`src/rtl/jtframe_dwnld_bridge.sv`:
```
// jtframe_dwnld_bridge
// Turns the ioctl byte stream from the loader into 16-bit SDRAM programming
// writes. Each byte is mapped to one of four banks by download offset. An even
// byte followed by its odd partner in the same word is merged into one
// full-word write. Writes queue in a small FIFO, so ioctl bursts do not wait on
// SDRAM latency.
//
// Ports
//   clk, rst          system clock, synchronous active-high reset
//   downloading       loader active; ioctl_wr is ignored while low
//   ioctl_addr/dout   byte offset and data, qualified by the ioctl_wr strobe
//   prog_addr/data    word address inside prog_ba, 16-bit write data
//   prog_mask         active-low byte enables (bit0 = data[7:0]), 2'b11 when idle
//   prog_we/prog_rdy  write request held until a one-cycle completion pulse
//   dwnld_busy        loader active or any write still outstanding
//   overflow          sticky: an entry was dropped because the FIFO was full

module jtframe_dwnld_bridge #(
  parameter int          SDRAMW    = 23,
  parameter logic [24:0] BA1_START = 25'h100000,
  parameter logic [24:0] BA2_START = 25'h200000,
  parameter logic [24:0] BA3_START = 25'h300000,
  parameter int          FIFOW     = 2,
  parameter bit          SWAB      = 1'b0
) (
  input  logic              clk,
  input  logic              rst,
  input  logic              downloading,
  input  logic [24:0]       ioctl_addr,
  input  logic [7:0]        ioctl_dout,
  input  logic              ioctl_wr,
  output logic [SDRAMW-1:0] prog_addr,
  output logic [15:0]       prog_data,
  output logic [1:0]        prog_mask,
  output logic [1:0]        prog_ba,
  output logic              prog_we,
  input  logic              prog_rdy,
  output logic              dwnld_busy,
  output logic              overflow
);

  // state | meaning
  // IDLE  | no write on the bus; pops the FIFO head when one is available
  // WR    | prog_we high, prog_* held stable until prog_rdy
  // GAP   | one dead cycle with prog_we low before the next write
  localparam logic [1:0] S_IDLE = 2'd0;
  localparam logic [1:0] S_WR   = 2'd1;
  localparam logic [1:0] S_GAP  = 2'd2;

  localparam int DEPTH = 2**FIFOW;

  typedef struct packed {
    logic [1:0]        ba;
    logic [SDRAMW-1:0] addr;
    logic [15:0]       data;
    logic [1:0]        mask;
  } entry_t;

  localparam entry_t IDLE_OUT = '{ba: 2'd0, addr: '0, data: 16'd0, mask: 2'b11};

  // ---------------------------------------------------------------------------
  // Bank decode and byte lane
  // ---------------------------------------------------------------------------
  logic [1:0]        in_ba;
  logic [24:0]       in_off;
  logic [SDRAMW-1:0] in_waddr;
  logic              in_odd;
  entry_t            in_e;

  always_comb begin
    if (ioctl_addr >= BA3_START) begin
      in_ba  = 2'd3;
      in_off = ioctl_addr - BA3_START;
    end else if (ioctl_addr >= BA2_START) begin
      in_ba  = 2'd2;
      in_off = ioctl_addr - BA2_START;
    end else if (ioctl_addr >= BA1_START) begin
      in_ba  = 2'd1;
      in_off = ioctl_addr - BA1_START;
    end else begin
      in_ba  = 2'd0;
      in_off = ioctl_addr;
    end
    in_waddr  = SDRAMW'(in_off >> 1);
    in_odd    = in_off[0];
    in_e.ba   = in_ba;
    in_e.addr = in_waddr;
    in_e.data = {ioctl_dout, ioctl_dout};
    // Lane in data[15:8] is the odd byte normally, the even byte when swapped.
    in_e.mask = (in_odd ^ SWAB) ? 2'b01 : 2'b10;
  end

  // ---------------------------------------------------------------------------
  // Pending register: holds the last byte until we know whether it merges
  // ---------------------------------------------------------------------------
  entry_t pend_q, pend_d;
  logic   pend_v_q, pend_v_d;
  logic   pend_odd_q, pend_odd_d;
  logic   dl_q, dl_d;

  logic   accept, dl_fall, dl_rise, merge;
  logic   push;
  entry_t push_e;

  assign accept  = downloading & ioctl_wr;
  assign dl_fall = dl_q & ~downloading;
  assign dl_rise = ~dl_q & downloading;
  assign merge   = pend_v_q && !pend_odd_q && in_odd &&
                   (pend_q.ba == in_ba) && (pend_q.addr == in_waddr);

  always_comb begin
    pend_d     = pend_q;
    pend_v_d   = pend_v_q;
    pend_odd_d = pend_odd_q;
    dl_d       = downloading;
    push       = 1'b0;
    push_e     = pend_q;
    if (accept) begin
      if (merge) begin
        push        = 1'b1;
        push_e.mask = 2'b00;
        // pend data holds the even byte on both halves
        push_e.data = SWAB ? {pend_q.data[7:0], ioctl_dout}
                           : {ioctl_dout, pend_q.data[7:0]};
        pend_v_d    = 1'b0;
      end else begin
        push       = pend_v_q;
        pend_d     = in_e;
        pend_v_d   = 1'b1;
        pend_odd_d = in_odd;
      end
    end else if (dl_fall && pend_v_q) begin
      push     = 1'b1;
      pend_v_d = 1'b0;
    end
  end

  // ---------------------------------------------------------------------------
  // FIFO
  // ---------------------------------------------------------------------------
  entry_t           mem_q [DEPTH];
  entry_t           mem_d [DEPTH];
  logic [FIFOW-1:0] wr_ptr_q, wr_ptr_d, rd_ptr_q, rd_ptr_d;
  logic [FIFOW:0]   cnt_q, cnt_d;
  logic             ovf_q, ovf_d;
  logic [1:0]       st_q, st_d;
  logic             full, pop, push_ok;

  // cnt never exceeds DEPTH, so its top bit alone flags full
  assign full    = cnt_q[FIFOW];
  assign pop     = (st_q == S_IDLE) && (cnt_q != '0);
  assign push_ok = push && (!full || pop);

  always_comb begin
    mem_d    = mem_q;
    wr_ptr_d = wr_ptr_q;
    rd_ptr_d = rd_ptr_q;
    cnt_d    = cnt_q;
    ovf_d    = ovf_q;
    if (push_ok) begin
      mem_d[wr_ptr_q] = push_e;
      wr_ptr_d        = wr_ptr_q + FIFOW'(1);
    end
    if (pop) rd_ptr_d = rd_ptr_q + FIFOW'(1);
    case ({push_ok, pop})
      2'b10:   cnt_d = cnt_q + (FIFOW+1)'(1);
      2'b01:   cnt_d = cnt_q - (FIFOW+1)'(1);
      default: cnt_d = cnt_q;
    endcase
    if (dl_rise) ovf_d = 1'b0;
    if (push && !push_ok) ovf_d = 1'b1;
  end

  // ---------------------------------------------------------------------------
  // Output FSM
  // ---------------------------------------------------------------------------
  entry_t out_q, out_d;
  logic   we_q, we_d;

  always_comb begin
    st_d  = st_q;
    out_d = out_q;
    we_d  = we_q;
    case (st_q)
      S_IDLE: begin
        if (pop) begin
          out_d = mem_q[rd_ptr_q];
          we_d  = 1'b1;
          st_d  = S_WR;
        end
      end
      S_WR: begin
        if (prog_rdy) begin
          we_d       = 1'b0;
          out_d.mask = 2'b11;
          st_d       = S_GAP;
        end
      end
      S_GAP:   st_d = S_IDLE;
      default: st_d = S_IDLE;
    endcase
  end

  always_ff @(posedge clk) begin
    if (rst) begin
      pend_q     <= '0;
      pend_v_q   <= 1'b0;
      pend_odd_q <= 1'b0;
      dl_q       <= 1'b0;
      for (int i = 0; i < DEPTH; i++) mem_q[i] <= '0;
      wr_ptr_q   <= '0;
      rd_ptr_q   <= '0;
      cnt_q      <= '0;
      ovf_q      <= 1'b0;
      st_q       <= S_IDLE;
      out_q      <= IDLE_OUT;
      we_q       <= 1'b0;
    end else begin
      pend_q     <= pend_d;
      pend_v_q   <= pend_v_d;
      pend_odd_q <= pend_odd_d;
      dl_q       <= dl_d;
      mem_q      <= mem_d;
      wr_ptr_q   <= wr_ptr_d;
      rd_ptr_q   <= rd_ptr_d;
      cnt_q      <= cnt_d;
      ovf_q      <= ovf_d;
      st_q       <= st_d;
      out_q      <= out_d;
      we_q       <= we_d;
    end
  end

  assign prog_addr  = out_q.addr;
  assign prog_data  = out_q.data;
  assign prog_mask  = out_q.mask;
  assign prog_ba    = out_q.ba;
  assign prog_we    = we_q;
  assign overflow   = ovf_q;
  assign dwnld_busy = downloading | pend_v_q | (cnt_q != '0) | (st_q != S_IDLE);

endmodule
```
`config.mk`:
```
export PLATFORM = sky130hd
export DESIGN_NAME = jtframe_dwnld_bridge
export DESIGN_NICKNAME = d
export VERILOG_FILES = /design/src/rtl/jtframe_dwnld_bridge.sv
export SDC_FILE = /design/constraint.sdc
export NUM_CORES = 1
export LEC_CHECK = 0
export BUFFER_PORTS_ARGS = -buffer_cell sky130_fd_sc_hd__buf_2
export CAP_MARGIN = 25
export CORE_ASPECT_RATIO = 1.25
export CORE_MARGIN = 8
export CORE_UTILIZATION = 52
export CTS_CLUSTER_SIZE = 8
export DETAILED_ROUTE_END_ITERATION = 8
export GPL_TIMING_DRIVEN = 0
export PLACE_DENSITY = 0.73
export SYNTH_ARGS = -nofsm -noshare
export SYNTH_HDL_FRONTEND = slang
export SYNTH_SLANG_ARGS = --single-unit
```
`constraint.sdc`:
```
create_clock -name clk -period 3.5 [get_ports clk]
set_clock_uncertainty 0.05 [all_clocks]
set_input_delay 0.175 -clock clk [delete_from_list [all_inputs] [get_ports clk]]
set_output_delay 0.175 -clock clk [all_outputs]
set_load 0.01 [all_outputs]
```
# Word level (Yosys, flattened, before mapping)
# Cells that the tools add are included.
[word_totals]
register_bits = 272
rom_bits = 0
memories = 0
latch_bits = 0
in_bits = 38
ramBits = 0
word_cells = 121
output_inout_bits = 46
[op_classes]
addsub = 7
eq_ne = 7
n_shift = 0
n_bitwise = 11
n_lt_le_gt_ge = 6
n_mul = 0
muxes = 33
reduce_logical = 24
n_div = 0
[op_table]
columns = ["cell", "n"]
rows = [
  ["$bwmux 172", 1],
  ["$mux 43", 3],
  ["$bmux 43 s2", 1],
  ["$demux 43 s2", 1],
  ["$mux 24", 3],
  ["$ge 25x22->1 const B", 2],
  ["$sub 24x22->24 const B", 2],
  ["$mux 18", 2],
  ["$ge 25x21->1 const B", 1],
  ["$sub 24x21->24 const B", 1],
  ["$eq 23x23->1", 1],
  ["$mux 2", 7],
  ["$mux 1", 11],
  ["$reduce_bool 2->1", 5],
  ["$logic_and 1x1->1", 9],
  ["$pmux 2 s2", 2],
  ["$ge 3x3->1 const B", 2],
  ["$not 2->3", 2],
  ["$pmux 3 s2", 1],
  ["$reduce_and 2->1", 3],
  ["$add 2x1->2 const B", 2],
  ["$eq 2x1->1 const B", 2],
  ["$ne 2x2->1 const B", 2],
  ["$add 3x1->3 const B", 1],
  ["13 further kinds", 21],
]

# Logic depth before layout (Yosys ltp)
[logic_depth]
word_depth = 13
ltp_mapped = 13
ltp_nobuf = 10

# Least setup slack after synthesis
# Ideal clock, no wire load.
[synth_path]
path_kind = "in2reg"
from = "input port ioctl_addr[22]"
to = "register pend_q[39] (netlist name)"
required_ns = 3.305
n_path_buf = 3
setup_slack_ns = 0.528
t_arrival_ns = 2.777
path_stages = 13
setup_time_ns = 0.145
cell_sequence = "buf_2 -> inv_1 -> ha_1 -> a21boi_0 -> o22ai_1 -> a2111o_1 -> a2111oi_2 -> o2111ai_1 -> a2111o_1 -> buf_6 -> buf_6 -> a21oi_1 -> a311oi_2"
[synth_via]
elab_chain_cells = 9
[synth_rtl]
columns = ["item", "line", "rtl"]
rows = [
  ["start, declared", "29", "input logic [24:0] ioctl_addr,"],
  ["parallel branches: the longest is 9 deep, another holds $sub 24x21->24", "--", ""],
  ["end signal, assigned", "219", "pend_q <= pend_d;"],
  ["end, declared", "96", "entry_t pend_q, pend_d;"],
]
# Several ways; the timed one is not identified.
# A chain may end at the register's enable or synchronous reset.

# Final worst setup path
[layout_path]
from = "input port ioctl_addr[5]"
to = "register mem_q[53] (netlist name)"
[layout_via]
elab_chain_cells = 10
[layout_rtl]
columns = ["item", "line", "rtl"]
rows = [
  ["parallel branches: the longest is 6 deep, another holds $sub 24x21->24", "--", ""],
  ["$logic_and 1x1->1 (*)", "109", "(pend_q.ba == in_ba) && (pend_q.addr == in_waddr);"],
  ["$mux 18 / $mux 1 (equally long branches)", "119", "if (merge) begin"],
  ["$mux 18 / $mux 1 (equally long branches)", "118", "if (accept) begin"],
  ["$bwmux 172 / $logic_and 1x1->1 (equally long branches)", "161, 152", ""],
  ["end signal, assigned", "223", "mem_q <= mem_d;"],
  ["end, declared", "141", "entry_t mem_q [DEPTH];"],
]
# Every way passes the cells marked *.

==> flow_metrics.tcl <==
set metrics [dict create \
    dieArea_um2 27100 \
    synth.area.top_cells "dfxtp_1 (46%), nand2_1 (12%), a21oi_1 (9.7%), mux4_2 (8.5%), clkbuf_1 (3.0%)" \
    fin_crit_ns 3.38 \
    synth-async-reset-ratio 0 \
    drt-initial-drc-count 1005 \
    num-fill-cells 1848 \
    status "completed" \
    tightest_slew_ns 0.894 \
    stdcell_count 1770 \
    grt_max_degree 11 \
    layout_commonest_cell "nand2_1" \
    via_count 10500 \
    critPathKind "input pin to register" \
    track_usage 0.260 \
    clk_pin_slew_ns 0.05 \
    hp-class "input pin to register" \
    syn2layout_area_growth_pct 18.1 \
    antenna_found_initial 0 \
    ys_types 57 \
    synth_mux_area_frac 0.0882 \
    cp_max_fo 6 \
    setup_viol 0 \
    synth.avg_cell_area_um2 8.56 \
    first_pass_iters 6 \
    hold_viol_final 0 \
    wl_mm 35.3 \
    ir_drop_mv 0.313 \
    synth-simple-area-share 0.196 \
    die_w_um 149 \
    grt_pass1_wl_mm 55.8 \
    power_density_nw_per_um2 558 \
    clock.fmax_mhz 296 \
    p_total_mw 7.54 \
    cap_violations 0 \
    drive_gt1_frac 0.135 \
    placed_cells 1697 \
    yosysSeqAreaShare 0.460 \
    overflow 0 \
    ios 84 \
    synth_flop_cell "dfxtp_1" \
    via_per_inst 5.94 \
    critPathLaunchType "input pin" \
    end_kind "register" \
    syn_nets 1389 \
    synth_top_area_share 0.460 \
    h-tree-depth 2 \
    numClockSinks 263 \
    synth-edff-count 0 \
    rsz0062_at_grt "no" \
    grt_pass1_vias 10300 \
    antenna_cells 0 \
    layout_setup_ws_ns 0.120 \
    fin_crit_sh 0.966 \
    final_nets 1541 \
    tritoncts "built" \
    hpwlAfterDp_mm 24.5 \
    gp_congestion 0.940 \
    die_y_um 182 \
    synth_top_family_by_area "simple AND/OR/NAND/NOR gates" \
    synth-seq-cells 263 \
    synth_cells 1338 \
    insertion_delay_ns 0.51 \
    rows 60 \
    critical_path_arrival_ns 3.68 \
    synth_area_um2 11400 \
    port_buffers 80 \
    place_ws_ns -0.113 \
    cts-root-buf "clkbuf_16" \
    synth_compound_area_frac 0.171 \
    cts_buffers 38 \
    synth_xor_area_frac 0.0245 \
    yosysTopAreaCell "dfxtp_1" \
    power_leakage_nw 4.53 \
    initial_core_util 0.531 \
    max_slew_margin 0.404 \
    wl_per_cell_um 19.9 \
    clk_path_buf_depth 3 \
    layout_common_cells "nand2_1 (378), dfxtp_1 (263), a21oi_1 (223)" \
    ant_nets 0 \
    yosys_warnings 0 \
    drc 0 \
    core_um2 21500 \
    timing.final.max_slew_violations 0 \
    synth_fa_ha_area_frac 0.0149 \
    critical_path_required_ns 3.80 \
]
-- logic make-up (layout without fill, tap and decap cells) --
kind of cell | after synthesis | count (layout)
buffers and inverters | 126 | 279
and+or+nand+nor | 520 | 520
adders and majority gates | 13 | 13
DFF | 263 | 263
muxes | 47 | 47
AOI/OAI and AO/OA | 337 | 337
xor gates and xnor gates | 32 | 32
-- flip-flops by register name (all words and copies together) (netlist names) --
register   flops
cnt_q          3
dl_q           1
mem_q        172
overflow       1
pend_q        35
pend_v_q       1
prog_addr     23
prog_ba        2
prog_data     16
prog_mask      2
prog_we        1
rd_ptr_q       2
st_q           2
wr_ptr_q       2
-- report_power, final --
| group | switching (mW) | total (mW) | internal, mW |
|---|---|---|---|
| clock | 1.23 | 3.18 | 1.95 |
| sequential | 0.0704 | 3.15 | 3.08 |
| combinational | 0.827 | 1.21 | 0.385 |
-- through the flow --
stage	hold slack, ns	TNS, ns	util	cell area [µm²]
after floorplan	0.235	0	-	11400
after global placement	0.388	-3.66	0.566	12200
after detailed placement	0.393	-2.63	0.566	12200
after CTS	0.160	0	0.626	13500
after global routing	0.188	0	0.628	13500
final	0.173	0	0.628	13500
-- path summary, 6_finish.rpt --
kind / startpoint / endpoint / slack (ns) / cells past startpoint
min: ioctl_addr[23] / pend_q[40] / 0.17 / 4
min reg2reg: prog_we / prog_we / 0.40 / 2
max: ioctl_addr[5] / mem_q[53] / 0.12 / 10
max reg2reg: cnt_q[2] / cnt_q[2] / 0.21 / 11
-- area by class of cell --
cell class / instances / area (µm²) / share of cell area
inverter: 15 / 58.8 / 0.00435
clock inverter: 1 / 8.76 / 0.000648
clock buffer: 40 / 980 / 0.0724
multi-input combinational: 949 / 5670 / 0.419
sequential: 263 / 5270 / 0.389
tap: 279 / 349 / 0.0258
buffer: 111 / 460 / 0.0340
timing repair buffer: 112 / 731 / 0.0540
-- synth_stat cells (4+ instances only) --
| library cell | number |
|---|---|
| ha_1 | 12 |
| nor3_1 | 12 |
| nand3_4 | 8 |
| buf_1 | 8 |
| nor2_1 | 51 |
| a311oi_1 | 34 |
| and2_1 | 7 |
| and4_1 | 4 |
| nand3_1 | 33 |
| a31oi_1 | 7 |
| xor2_1 | 21 |
| inv_1 | 14 |
| dfxtp_1 | 263 |
| clkbuf_1 | 90 |
| buf_6 | 4 |
| o31ai_1 | 4 |
| o211ai_1 | 5 |
| o21ai_0 | 36 |
| nand2_1 | 378 |
| mux4_2 | 43 |
| a21oi_1 | 223 |
| buf_2 | 8 |
| xnor2_1 | 11 |
| nor4_1 | 10 |
| o21ai_1 | 6 |
-- worst max-delay path, stage by stage --
cell,delay (ns)
dlygate4sd3_1,0.54
buf_2,0.17
or4_1,0.55
nor2_2,0.24
a31o_2,0.29
mux2i_1,0.26
xor2_1,0.15
a2111o_1,0.59
o21ai_0,0.52
a311oi_1,0.19
-- layer usage --
layer | vias to the layer above | global-route usage | part of all wire
met2 | 483 | 0.427 | 0.47
met1 | 4964 | 0.310 | 0.39
li1 | 4931 | - | -
met4 | 0 | 0.152 | 0.059
met3 | 130 | 0.0480 | 0.081
met5 | - | 0 | 0
-- repair_timing --
action	CTS	global route
setup buffers	0	0
hold endpoints to repair	64	0
setup endpoints to repair	0	22
hold buffers	30	0
resized for setup	0	3
Power figures use the tool's default switching activity.
